## config.mk

```make
export PLATFORM = sky130hd
export DESIGN_NAME = fifo_wr_arbiter
export DESIGN_NICKNAME = d
export VERILOG_FILES = /design/src/rtl/fifo_arb_pkg.sv /design/src/rtl/fifo_wr_arbiter_rr_pick.sv /design/src/rtl/fifo_wr_arbiter.sv
export SDC_FILE = /design/constraint.sdc
export NUM_CORES = 1
export LEC_CHECK = 0
export CAP_MARGIN = 0
export CORE_MARGIN = 3
export CORE_UTILIZATION = 43
export DETAILED_ROUTE_END_ITERATION = 8
export GPL_TIMING_DRIVEN = 0
export PLACE_DENSITY = 0.8
export REMOVE_ABC_BUFFERS = 1
export SETUP_SLACK_MARGIN = 0.15
export SLEW_MARGIN = 20
export SYNTH_ARGS = -nofsm -noshare
export SYNTH_HDL_FRONTEND = slang
export SYNTH_SLANG_ARGS = --single-unit
export TNS_END_PERCENT = 20
```

## constraint.sdc

```tcl
create_clock -name clk -period 12.3 [get_ports clk]
set_clock_uncertainty 0.2 [all_clocks]
set_input_delay 3.69 -clock clk [delete_from_list [all_inputs] [get_ports clk]]
set_output_delay 3.69 -clock clk [all_outputs]
set_load 0.1 [all_outputs]
```

## src/rtl/fifo_arb_pkg.sv

```systemverilog
// Shared types and constants for the FIFO write-port arbiter.
// Holds the arbiter state encoding, the width and ceiling of the optional
// grant counters, and a saturating increment helper for those counters.
package fifo_arb_pkg;

    typedef enum logic {
        IDLE  = 1'b0,
        BURST = 1'b1
    } arb_state_t;

    localparam int STAT_W = 16;
    localparam logic [STAT_W-1:0] STAT_SAT = 16'hFFFF;

    function automatic logic [STAT_W-1:0] sat_inc(input logic [STAT_W-1:0] v);
        return (v == STAT_SAT) ? v : v + 1'b1;
    endfunction

endpackage

```

## src/rtl/fifo_wr_arbiter_rr_pick.sv

```systemverilog
// Combinational round-robin picker.
// Rotates the request vector so that position i_ptr lands at bit 0, takes the
// lowest set bit of the rotated vector, then maps that offset back to an
// absolute requester index (wrapping at N). Also returns the winner one-hot.
module rr_pick #(
    parameter int N     = 4,
    parameter int IDX_W = 2
) (
    input  logic [N-1:0]     i_req,
    input  logic [IDX_W-1:0] i_ptr,
    output logic [N-1:0]     o_onehot,
    output logic [IDX_W-1:0] o_idx,
    output logic             o_valid
);

    logic [N-1:0]     w_rot;
    logic [IDX_W-1:0] w_off;
    logic [IDX_W:0]   w_sum;

    // Double-width copy shifted right by the pointer gives a wrapping rotate.
    assign w_rot = N'({i_req, i_req} >> i_ptr);

    // Priority-encode the rotated vector: lowest set bit wins.
    always_comb begin
        w_off = '0;
        for (int i = N - 1; i >= 0; i--) begin
            if (w_rot[i]) begin
                w_off = IDX_W'(i);
            end
        end
    end

    assign w_sum    = {1'b0, i_ptr} + {1'b0, w_off};
    assign o_idx    = (w_sum >= (IDX_W+1)'(N)) ? IDX_W'(w_sum - (IDX_W+1)'(N))
                                               : w_sum[IDX_W-1:0];
    assign o_valid  = |i_req;
    assign o_onehot = o_valid ? (N'(1) << o_idx) : '0;

endmodule

```

## src/rtl/fifo_wr_arbiter.sv

```systemverilog
// FIFO write-port arbiter: shares one FIFO write port among NUM_REQ producers.
// Round-robin between requesters; the current owner may write up to MAX_BURST
// times back to back before arbitration reopens. Grants are combinational and
// take effect at the next rising edge; a full FIFO freezes all arbiter state.
// Optional feature macro: FIFO_ARB_STATS_EN adds per-requester saturating
// grant counters readable through stat_sel/stat_cnt.
module fifo_wr_arbiter
    import fifo_arb_pkg::*;
#(
    parameter int NUM_REQ   = 4,
    parameter int DATA_W    = 8,
    parameter int MAX_BURST = 4
) (
    input  logic                      clk,
    input  logic                      reset,
    input  logic [NUM_REQ-1:0]        req,
    input  logic [NUM_REQ*DATA_W-1:0] req_data,
    output logic [NUM_REQ-1:0]        gnt,
    input  logic                      fifo_full,
    output logic                      fifo_wr_en,
    output logic [DATA_W-1:0]         fifo_din
`ifdef FIFO_ARB_STATS_EN
    ,
    input  logic [2:0]                stat_sel,
    output logic [15:0]               stat_cnt
`endif
);

    localparam int IDX_W = $clog2(NUM_REQ);
    localparam int CNT_W = 4;

    arb_state_t       r_state;
    logic [IDX_W-1:0] r_owner;
    logic [CNT_W-1:0] r_burst_cnt;
    logic [IDX_W-1:0] r_rr_ptr;

    arb_state_t       w_state_nxt;
    logic [IDX_W-1:0] w_owner_nxt;
    logic [CNT_W-1:0] w_burst_nxt;
    logic [IDX_W-1:0] w_ptr_nxt;

    logic [IDX_W-1:0] w_owner_inc;
    logic [IDX_W-1:0] w_pick_ptr;
    logic [NUM_REQ-1:0] w_pick_onehot;
    logic [IDX_W-1:0] w_pick_idx;
    logic             w_pick_valid;
    logic             w_keep;
    logic             w_take;
    logic [IDX_W-1:0] w_take_idx;

    // In IDLE the search starts at the stored pointer; during a burst a
    // re-arbitration starts just after the owner, so the owner comes last.
    assign w_owner_inc = (r_owner == IDX_W'(NUM_REQ - 1)) ? '0 : r_owner + 1'b1;
    assign w_pick_ptr  = (r_state == IDLE) ? r_rr_ptr : w_owner_inc;

    rr_pick #(
        .N     (NUM_REQ),
        .IDX_W (IDX_W)
    ) u_pick (
        .i_req    (req),
        .i_ptr    (w_pick_ptr),
        .o_onehot (w_pick_onehot),
        .o_idx    (w_pick_idx),
        .o_valid  (w_pick_valid)
    );

    // State register: owner, burst count and pointer only move when not full.
    always_ff @(posedge clk) begin
        if (reset) begin
            r_state     <= IDLE;
            r_owner     <= '0;
            r_burst_cnt <= '0;
            r_rr_ptr    <= '0;
        end else begin
            r_state     <= w_state_nxt;
            r_owner     <= w_owner_nxt;
            r_burst_cnt <= w_burst_nxt;
            r_rr_ptr    <= w_ptr_nxt;
        end
    end

    // Next-state: continue the burst, hand over to the next winner, or go idle.
    always_comb begin
        w_state_nxt = r_state;
        w_owner_nxt = r_owner;
        w_burst_nxt = r_burst_cnt;
        w_ptr_nxt   = r_rr_ptr;
        w_keep      = 1'b0;
        w_take      = 1'b0;
        w_take_idx  = r_owner;
        if (!fifo_full) begin
            if (r_state == BURST && req[r_owner] &&
                r_burst_cnt < CNT_W'(MAX_BURST)) begin
                w_keep      = 1'b1;
                w_take      = 1'b1;
                w_burst_nxt = r_burst_cnt + 1'b1;
            end else if (w_pick_valid) begin
                w_take      = 1'b1;
                w_take_idx  = w_pick_idx;
                w_state_nxt = BURST;
                w_owner_nxt = w_pick_idx;
                w_burst_nxt = CNT_W'(1);
                if (r_state == BURST && w_pick_idx != r_owner) begin
                    w_ptr_nxt = w_owner_inc;
                end
            end else begin
                w_state_nxt = IDLE;
                if (r_state == BURST) begin
                    w_ptr_nxt = w_owner_inc;
                end
            end
        end
    end

    // Outputs: one-hot grant (suppressed in reset), write enable and data mux.
    always_comb begin
        gnt = '0;
        if (!reset && w_take) begin
            if (w_keep) begin
                gnt[r_owner] = 1'b1;
            end else begin
                gnt = w_pick_onehot;
            end
        end
        fifo_wr_en = |gnt;
        fifo_din   = fifo_wr_en ? req_data[DATA_W*int'(w_take_idx) +: DATA_W] : '0;
    end

`ifdef FIFO_ARB_STATS_EN
    logic [STAT_W-1:0] r_stat_cnt [NUM_REQ];

    // Per-requester grant counters, saturating at the top value.
    always_ff @(posedge clk) begin
        if (reset) begin
            for (int i = 0; i < NUM_REQ; i++) begin
                r_stat_cnt[i] <= '0;
            end
        end else begin
            for (int i = 0; i < NUM_REQ; i++) begin
                if (gnt[i]) begin
                    r_stat_cnt[i] <= sat_inc(r_stat_cnt[i]);
                end
            end
        end
    end

    // Counter readback; selects beyond the last requester read as zero.
    always_comb begin
        stat_cnt = '0;
        for (int i = 0; i < NUM_REQ; i++) begin
            if (stat_sel == 3'(i)) begin
                stat_cnt = r_stat_cnt[i];
            end
        end
    end
`endif

endmodule

```

* Word-level counts from Yosys, hierarchy flattened *
Cells that the tools add are included.

word-level totals
  output and inout port bits = 13
  register bits = 9
  logic and storage cells = 59
  bits of input ports = 39

operators by class
  eq/ne operators = 3
  reduce and logical (&&, ||, !) cells = 12
  bitwise gates (word level) = 2
  multiplexer cells = 27
  shifts and indexed selects = 3
  $lt $le $gt $ge = 4
  add/sub/neg operators = 4

operator list
  operator               number
  $shiftx A32 B6 Y8      1
  $mux W2                12
  $mux W4                5
  $mux W8                1
  $reduce_or A4 Y1       2
  $shr A8 B2 Y4          1
  $mux W1                7
  $logic_and A1 B1 Y1    5
  $add A4 B1 Y4 const B  1
  $lt A4 B3 Y1 const B   1
  $reduce_and A2 Y1      2
  $shl A1 B2 Y4 const A  1
  $add A2 B2 Y3          1
  $ge A3 B3 Y1 const B   1
  $lt A2 B3 Y1 const B   1
  $reduce_and A3 Y1      1
  $add A2 B1 Y2 const B  1
  $bmux W1 S2            1
  $demux W1 S2           1
  $eq A2 B2 Y1 const B   1
  $ge A2 B1 Y1 const B   1
  $ne A2 B2 Y1           1
  $ne A2 B2 Y1 const B   1
  $not A1 Y1             2
  3 further kinds        3

* Logic depth before layout (Yosys ltp) *
  word-level depth = 17
  mapped depth = 14

* Cells and area by module *
A second synthesis with hierarchy kept.

unflattened totals
  cell total of the unflattened synthesis = 147
  area, all modules = 1237.4 µm²

by module, submodules not included
  module           instances  cells each  area each (µm²)
  fifo_wr_arbiter  1          110         947.2
  rr_pick          1          37          290.3

* Worst setup path after synthesis *
No wires, ideal clock.

  path kind = input to output
  start = input req[0]
  end = output fifo_din[0]
  path slack = 0.852 ns
  stages = 10
  data arrival time = 7.558 ns
  buffers on the path = 1
  required time = 8.410 ns
  cells stage by stage = clkbuf_2 nor2b_1 a21oi_1 o21ai_0 o21a_1 ha_1 or4_4 nand3_2 a211oi_1 a221oi_1

between the ends
  cells in the longest elaborated chain, start to end = 14

ends and longest elaborated chain
  what                                                                    RTL line                source
  start, declared                                                         fifo_wr_arbiter.sv:16   input logic [NUM_REQ-1:0] req,
  parallel branches: the longest is 13 deep, another holds $add A2 B2 Y3  n/a
  $mux W8 (*)                                                             fifo_wr_arbiter.sv:126  fifo_din = fifo_wr_en ? req_data[DATA_W*int'(w_take_idx) +: DATA_W] : '0;
  end, declared                                                           fifo_wr_arbiter.sv:21   output logic [DATA_W-1:0] fifo_din

Mark *: on every way between the ends. The select of a mux whose other input is x is not followed.

* Worst setup path after layout *
  start = input req[3]
  end = output fifo_din[4]

The elaborated chain is that of the path after synthesis.

==> run metrics <==
Synth top area share=0.138; Die X=61.1 um; nets=250; wire per inst=15.4 um; # DRC=0; post-route non-filler standard cell count=235; Synth Cell Area=1310 um^2; highest clock rate=0.0857 GHz; antenna violations before repair=0; P_leak=0.680 nW; Max Slew Vio Count=0; Syn-to-layout area delta=39.1%; minimum clock period=11670 ps; Worst Tran Pin Value=1000 ps; crit path max fanout=25; PD cells=130 nW/um^2; slowest stage delay, CP=1200 ps; Util after Layout=0.642; WL final=3.63 mm; gr ovfl total=0; first drt pass iteration count=4; first-pass GRT wire length=5.86 mm; core area=2830 um^2; clock-pin slew on the worst setup and hold paths=70 ps; hold buffers post-CTS=0; type of the most critical hold path=register to register; worst hold start=r_burst_cnt[0]; # rows=19; asr flop ratio synth=0; Mapped Avg Cell Area=8.16 um^2; via density per instance=5.91; Synth area leaders=dfxtp_1, mux2i_1, nor2b_1; Ports=52; CP endpoint kind=output port; Tcrit/Tclk final=0.949; reg2reg end=r_rr_ptr[0]; FILL cells=244; post_cts resized=0; Synth area leader=dfxtp_1; Synth Flop Type=dfxtp_1; Detailed Route Iter0 Violations=65; reg2reg path depth=12; Setup-failing EPs final=0; Final GP Congestion=0.818; Port Buffers=51; worst hold slack=288 ps; Final ANT Viol Nets=0; CP required=8410 ps; detailed placement HPWL=2.88 mm; # Max-Cap Violations=0; crit-path cells=clkdlybuf4s50_1 -> nand2_1 -> a21oi_1 -> o21ai_0 -> o21a_1 -> ha_1 -> o22a_1 -> mux2i_1 -> a221oi_1 -> clkdlybuf4s50_1; layout cells sized above 1=0.113; Netlist cell types=50; Peak VDD IR=0.0808 mV; Initial Utilization=0.462; setup total negative slack=0 ps; cell count after placement=231; status=finished clean; Die ar.=3740 um^2; RSZ-0062 raised after global routing=no; slowest CP cell=clkdlybuf4s50_1; ANT cells=0; Syn Inst Count=160; H-tree levels=1; post-route worst setup slack=631 ps; CTS max path bufs=2; startpoint types=primary input; post-synthesis sequential area ratio=0.138; DIE HEIGHT=61.1 um; Worst Path Arrival=7780 ps; number of global-route vias before repair=1364; Slew headroom=0.331; Yosys reg bits=9; setup bufs post-CTS=0; Reg-to-Reg Start=r_owner[0]; CTS tree=done; Root Buffer=clkbuf_4; Tot GR Track Use=0.201; Vias=1389; YS warnings=0; Inserted Clock Buffers=3; Skew-Pair Late Insertion Delay=260 ps; final hold vios=0; WS Path Type=primary input to output port; pre-CTS worst setup slack=648 ps; R2R setup slack=8750 ps; Worst setup startpoint=req[3]; Post-synth EDFFs=0; clock sink total=9; Critical Path End=fifo_din[4]; largest net degree at the start of global routing=26; crit-path most repeated cell=clkdlybuf4s50_1
[worst min-delay path by stage]
| stage | end | slack, ps | depth (start not counted) |
|---|---|---|---|
| finish | r_burst_cnt[0] | 290 | 1 |
| global route | r_burst_cnt[3] | 300 | 1 |
| CTS | r_burst_cnt[0] | 290 | 1 |
| detailed placement | r_burst_cnt[0] | 280 | 1 |
| global placement | r_burst_cnt[0] | 260 | 1 |
| floorplan | r_burst_cnt[0] | 240 | 1 |
[stage by stage]
| stage | power, mW | cell area (um^2) |
|---|---|---|
| floorplan | 0.168 | 1240 |
| detailed placement | 0.212 | 1790 |
| global placement | 0.209 | 1790 |
| global route | 0.250 | 1820 |
| finish | 0.236 | 1820 |
| CTS | 0.237 | 1820 |
[state kept, by name, summed over array words and instances (netlist names)]
name,count
r_owner,2
r_rr_ptr,2
r_state,1
r_burst_cnt,4
[report_power, final]
| group | switching, mW | leakage (nW) | internal, mW | total [mW] |
|---|---|---|---|---|
| Sequential | 0.00354 | 0.0735 | 0.0313 | 0.0349 |
| Combinational | 0.116 | 0.589 | 0.0617 | 0.178 |
| Clock | 0.0116 | 0.0177 | 0.0120 | 0.0236 |
[worst max-delay path: cells and delay by family]
family	cells	cell delay, ps
adders and majority gates	1	340
buffers and inverters	2	1900
and+or+nand+nor	1	90
AOI/OAI and AO/OA	5	1560
muxes	1	180
[cells in the final DEF (no fill, tap or decap), types with 2 or more instances in the layout]
master / instances
nor2b_1: 15
clkbuf_4: 3
nand2_1: 9
mux2_1: 2
nor3_1: 5
a2111oi_4: 2
and3_1: 2
dfxtp_1: 9
xor2_1: 2
a221oi_2: 2
ha_1: 6
a21oi_1: 6
or2_2: 2
o21ai_0: 2
xnor2_1: 2
a22oi_1: 5
nor2_1: 19
a221oi_1: 6
a211oi_1: 11
clkdlybuf4s50_1: 51
nor3b_1: 2
inv_1: 5
mux2i_1: 10
a31oi_1: 2
o211ai_1: 2
[cell type report]
type,count,area [um^2],area share
Inverter,5,18.8,0.0103
Clock buffer,3,22.5,0.0124
Tap cell,31,38.8,0.0213
Timing Repair Buffer,51,510,0.281
Sequential cell,9,180,0.0992
Multi-Input combinational cell,135,1040,0.573
Clock inverter,1,5.00,0.00275
[cell families after synthesis]
| family | after synthesis | synth area share |
|---|---|---|
| flops | 9 | 0.138 |
| buf+inv | 16 | 0.0651 |
| simple gates | 64 | 0.277 |
| compound gates | 46 | 0.309 |
| mux | 14 | 0.114 |
| fa+ha+maj | 6 | 0.0575 |
| xor+xnor | 5 | 0.0393 |
[Yosys cell counts (4+ instances only)]
cell type and count:
a211oi_1 11, a21oi_1 6, a221oi_1 6, a22oi_1 5, buf_2 4, dfxtp_1 9
ha_1 6, inv_1 5, mux2i_1 10, nand2_1 9, nor2_1 19, nor2b_1 15
nor3_1 5
[routing by layer]
layer  up-vias  part of all wire  global-route usage  wire length, um
met4         0            0.0091              0.0557               33
met3         4             0.029              0.0168              105
met1       659              0.46               0.270             1660
met2        37              0.50               0.343             1830
li1        689                 -                   -                -
met5         -                 0                   0                0
Power figures use the tool's default switching activity.
